## config.mk

```make
export PLATFORM = sky130hd
export DESIGN_NAME = hazard_scoreboard
export DESIGN_NICKNAME = d
export VERILOG_FILES = /design/src/rtl/hazard_scoreboard.sv
export SDC_FILE = /design/constraint.sdc
export NUM_CORES = 1
export LEC_CHECK = 0
export ABC_CLOCK_PERIOD_IN_PS = 3150
export CAP_MARGIN = 25
export CORE_MARGIN = 1.5
export CORE_UTILIZATION = 47
export DETAILED_ROUTE_END_ITERATION = 16
export GPL_TIMING_DRIVEN = 0
export PLACE_DENSITY = 0.94
export REMOVE_ABC_BUFFERS = 1
export SYNTH_ARGS = -nofsm -noshare
export SYNTH_HDL_FRONTEND = slang
export SYNTH_SLANG_ARGS = --single-unit
```

## constraint.sdc

```tcl
create_clock -name clk -period 3.15 [get_ports clk]
set_input_delay 0.4725 -clock clk [delete_from_list [all_inputs] [get_ports clk]]
set_output_delay 0.4725 -clock clk [all_outputs]
set_load 0.01 [all_outputs]
```

## src/rtl/hazard_scoreboard.sv

```systemverilog
// hazard_scoreboard: shadows EXE/MEM/WB destination and source tags and drives ID stall, bubble and flush.
// Define FORWARDING_EN to add the EXE operand forwarding selects; stalls then occur only on load-use.
module hazard_scoreboard #(
   parameter int TRACK_WB = 0,
   parameter int CNT_W    = 16
) (
   input  logic             clk,
   input  logic             rst,
   input  logic             id_valid,
   input  logic [3:0]       id_src1,
   input  logic [3:0]       id_src2,
   input  logic             id_use_src1,
   input  logic             id_use_src2,
   input  logic             id_wb_en,
   input  logic [3:0]       id_dest,
   input  logic             id_mem_read,
   input  logic             branch_taken,
   input  logic             mem_ready,
   output logic             hazard,
   output logic             freeze_if_id,
   output logic             bubble_id_exe,
   output logic             flush,
   output logic [CNT_W-1:0] stall_cnt,
   output logic             exe_wb_en,
   output logic [3:0]       exe_dest,
   output logic             mem_wb_en,
   output logic [3:0]       mem_dest
`ifdef FORWARDING_EN
   ,
   output logic [1:0]       fwd_sel_a,
   output logic [1:0]       fwd_sel_b
`endif
);

   typedef struct packed {
      logic       wb_en;
      logic [3:0] dest;
      logic       mem_read;
      logic       use_src1;
      logic [3:0] src1;
      logic       use_src2;
      logic [3:0] src2;
   } entry_t;

   entry_t exe_q, exe_d, mem_q, mem_d, wb_q, wb_d, id_e;
   logic [CNT_W-1:0] cnt_q, cnt_d;
   logic raw_exe, hz_raw, hz;

   function automatic logic tag_match(input logic v, input entry_t e, input logic [3:0] s,
                                      input logic u);
      return v & u & e.wb_en & (e.dest == s);
   endfunction

   assign raw_exe = tag_match(id_valid, exe_q, id_src1, id_use_src1)
                  | tag_match(id_valid, exe_q, id_src2, id_use_src2);

`ifdef FORWARDING_EN
   // With forwarding only a load in EXE cannot supply its result in time.
   assign hz_raw = exe_q.mem_read & raw_exe;

   always_comb begin
      fwd_sel_a = 2'b00;
      fwd_sel_b = 2'b00;
      if (exe_q.use_src1 & mem_q.wb_en & (mem_q.dest == exe_q.src1))
         fwd_sel_a = 2'b01;
      else if (exe_q.use_src1 & wb_q.wb_en & (wb_q.dest == exe_q.src1))
         fwd_sel_a = 2'b10;
      if (exe_q.use_src2 & mem_q.wb_en & (mem_q.dest == exe_q.src2))
         fwd_sel_b = 2'b01;
      else if (exe_q.use_src2 & wb_q.wb_en & (wb_q.dest == exe_q.src2))
         fwd_sel_b = 2'b10;
   end
`else
   logic raw_mem, raw_wb;
   assign raw_mem = tag_match(id_valid, mem_q, id_src1, id_use_src1)
                  | tag_match(id_valid, mem_q, id_src2, id_use_src2);
   assign raw_wb  = tag_match(id_valid, wb_q, id_src1, id_use_src1)
                  | tag_match(id_valid, wb_q, id_src2, id_use_src2);
   assign hz_raw  = raw_exe | raw_mem | (raw_wb & (TRACK_WB != 0));
`endif

   // Not every tracked field feeds logic in every build.
   logic unused_fields;
   assign unused_fields = ^{exe_q, mem_q, wb_q};

   assign hz            = hz_raw & ~branch_taken & ~rst;
   assign hazard        = hz;
   assign freeze_if_id  = (hz | ~mem_ready) & ~rst;
   assign bubble_id_exe = hz & mem_ready;
   assign flush         = branch_taken & mem_ready & ~rst;
   assign stall_cnt     = cnt_q;
   assign exe_wb_en     = exe_q.wb_en;
   assign exe_dest      = exe_q.dest;
   assign mem_wb_en     = mem_q.wb_en;
   assign mem_dest      = mem_q.dest;

   always_comb begin
      id_e.wb_en    = id_wb_en & id_valid;
      id_e.dest     = id_dest;
      id_e.mem_read = id_mem_read & id_valid;
      id_e.use_src1 = id_use_src1 & id_valid;
      id_e.src1     = id_src1;
      id_e.use_src2 = id_use_src2 & id_valid;
      id_e.src2     = id_src2;
      exe_d = exe_q;
      mem_d = mem_q;
      wb_d  = wb_q;
      cnt_d = cnt_q;
      if (mem_ready) begin
         mem_d = exe_q;
         wb_d  = mem_q;
         if (branch_taken) begin
            exe_d = '0;
         end else if (hz) begin
            exe_d = '0;
            if (cnt_q != {CNT_W{1'b1}})
               cnt_d = cnt_q + {{(CNT_W-1){1'b0}}, 1'b1};
         end else begin
            exe_d = id_e;
         end
      end
   end

   always_ff @(posedge clk or posedge rst) begin
      if (rst) begin
         exe_q <= '0;
         mem_q <= '0;
         wb_q  <= '0;
         cnt_q <= '0;
      end else begin
         exe_q <= exe_d;
         mem_q <= mem_d;
         wb_q  <= wb_d;
         cnt_q <= cnt_d;
      end
   end

endmodule

```

==> results by group <==
Status
  • Status: finished, final reports clean

Cells and area
  • Area of the multi-input gates: 734 um2
  • Number of diodes: 0
  • Sequential Area: 651 um2
  • Final non-filler cell total: 208
  • Final layout net count: 200
  • Commonest non-fill, non-tap cell in the layout: clkdlybuf4s50_1
  • Commonest cells after routing, fill and taps aside: clkdlybuf4s50_1, dfrtp_1, xnor2_1, nand4_1, xor2_1
  • Layout cells sized above 1: 10.2%
  • Design area: 2010 um2
  • Area growth from synthesis to final layout: 43.4%
  • Fill count: 184
  • Final core occ: 72.2%

Power
  • Combinational Power Share: 18.8%
  • Sw power: 0.164 mW
  • Total power: 0.653 mW
  • Sw Share: 25.1%
  • Clk pwr share: 25.4%
  • Cell Int Power: 0.489 mW
  • Pwr dens: 325 nW/um2
  • Standby leakage power: 0.872 nW
  • Sequential power share: 55.8%
  • Worst IR Drop VDD: 0.000275 V

Routing
  • Iter 0 DRT Violations: 81
  • Vias: 1,189
  • Via/cell ratio: 5.72
  • Final WL: 3.49 mm
  • DRT Pass-1 Iters: 4
  • Antenna viol nets, final: 0
  • DR WL/cell: 16.8 um
  • Met3 wire len: 206 um
  • DR DRC count: 0
  • Met1 WL: 1.50 mm
  • Highest routed layer: met4
  • Met2 wire length: 1.77 mm

Clocking
  • Clk Latency, worst-skew pair: 0.31 ns
  • Post-CTS Hold Fix Bufs: 0
  • CTS HTree Levels: 1
  • Clock tree sinks: 26
  • CTS max path bufs: 2
  • CTS clock-pin slew for the worst setup and hold paths: 0.14 ns
  • TritonCTS clock tree: yes
  • CTS buffer count: 3
  • Clock Root Buffer: clkbuf_4

Placement
  • DP Area: 1910 um2
  • GP Congestion: 0.832
  • Worst slack, placed: -0.442 ns
  • Port bufs: 49
  • DP Wirelength: 2.50 mm
  • Cell count after placement: 200

Die
  • Die height: 57.6 um
  • Chip Width: 57.6 um
  • Die area: 3320 um2
  • Site row count: 19
  • Core Region: 2780 um2
  • # IOs: 51
  • Initial core utilization: 50.3%

STA
  • RSZ-0062 raised after global routing: no
  • Crit share post-route: 95.5%
  • Hold Vio Cnt, Final: 0
  • Setup TNS: 0 ns
  • Final setup vio count: 0
  • Worst slew margin relative to its limit: 36.8%
  • Min Tclk post-route: 3.01 ns
  • Final setup margin: 0.141 ns
  • Clk_skew: 0.00684 ns
  • Worst-Margin Slew: 0.945 ns
  • Final Max Slew Viols: 0
  • WHS: 0.480 ns
  • Max Clk Rate: 332 MHz

Synthesis
  • Post-synth EDFFs: 0
  • FF+latch count, synth: 26
  • Seq/Total Area, Yosys: 46.5%
  • Synth Cell Area: 1400 um2
  • Avg Cell Area, Syn: 11.4 um2
  • Most used DFF post-synth: dfrtp_1
  • Synth warn: 0
  • Post-synth ARST share: 100%
  • Cells after Synth: 123
  • Yosys cell types: 27

Critical path
  • Worst path max stage delay: 0.51 ns
  • CP max stage cell: clkdlybuf4s50_1
  • Critical path launch point type: input port
  • Worst Path Buf+Inv: 2
  • CP max FO: 3
  • CP arrival: 2.54 ns
  • Crit path cell chain: clkdlybuf4s50_1 -> xnor2_1 -> nand4_1 -> or4_4 -> a41oi_4 -> nor2b_4 -> a21o_1 -> dlygate4sd2_1
  • Worst setup EP type: output pin
  • Req. time, crit path: 2.68 ns
  • Setup CP Type: in2out
  • Cell class contributing the biggest share of worst-path delay: buffers and inverters

Job
  • # Max-Cap Violations: 0

Global route
  • Total Routing Usage GR: 21.2%
  • Number of global-route vias before repair: 1,162
  • Global-route wire length before repair: 5.49 mm
  • Largest net degree at the start of global routing: 29
  • GRT overflow: 0
  • Initial antenna violation count: 0

Worst hold path
  • HP Class: in2async
-- power groups by stage --
stage,Sequential [mW],Combinational [mW],Clock [mW]
finish,0.364,0.122,0.166
global route,0.367,0.131,0.185
CTS,0.364,0.119,0.168
detailed placement,0.371,0.117,0
global placement,0.369,0.114,0
floorplan,0.374,0.0431,0
-- registers in the layout, indices dropped and copies added, names as in the netlist --
signal,flops
stall_cnt,16
exe_dest,4
mem_dest,4
exe_wb_en,1
mem_wb_en,1
-- cell usage after synthesis (2+ instances only) --
master | instances | area [um2]
nor2b_1 | 3 | 18.8
and3_1 | 6 | 37.5
clkbuf_1 | 2 | 7.51
and4_1 | 2 | 17.5
dfrtp_1 | 26 | 651
nand4_1 | 13 | 81.3
inv_1 | 2 | 7.51
nor2_1 | 4 | 15.0
and2_1 | 2 | 12.5
nand2_1 | 2 | 7.51
mux2_2 | 5 | 56.3
xnor2_1 | 19 | 166
xor2_1 | 12 | 105
a22o_1 | 4 | 35.0
or4_1 | 3 | 22.5
nand3_1 | 6 | 30.0
nand4b_1 | 2 | 17.5
-- kinds of logic (layout without fill, tap and decap cells) --
family,count (synthesis),count (layout),share of synthesized area (%)
compound gates,7,7,5.72
xor+xnor,31,31,19.4
buf+inv,5,59,1.88
simple gates,47,47,20.8
mux,6,6,4.83
flops,26,26,46.5
fa+ha+maj,1,1,0.894
-- metal layers --
layer	global-route usage (%)	vias to the layer above
met5	0	-
met4	3.99	0
met3	3.63	4
met2	38.0	50
met1	27.0	572
li1	-	563
-- area by class of cell --
type	instances	share of cell area, %
Multi-Input combinational cell	92	36.6
Sequential cell	26	32.4
Timing Repair Buffer	53	26.9
Tap cell	31	1.93
Clock buffer	4	1.81
Inverter	2	0.374
-- path summary, 6_finish.rpt --
check / start / to / slack [ns] / cells past startpoint
worst min register to register: stall_cnt[3] / stall_cnt[3] / 0.52 / 1
worst min-delay path: rst / mem_dest[3] / 0.48 / 2
max in group asynchronous: rst / exe_dest[2] / 2.27 / 3
worst max-delay path: id_src1[2] / freeze_if_id / 0.14 / 8
worst max register to register: stall_cnt[0] / stall_cnt[1] / 0.79 / 7
min in group clk: stall_cnt[3] / stall_cnt[3] / 0.52 / 1
-- what timing repair did --
action | CTS | global route
gates cloned | 0 | 0
resized for setup | 5 | 1
endpoints found under the setup margin | 3 | 1
pin swaps | 1 | 0
buffers inserted | 3 | 0
Note: power is estimated with default switching activity, not from simulation.
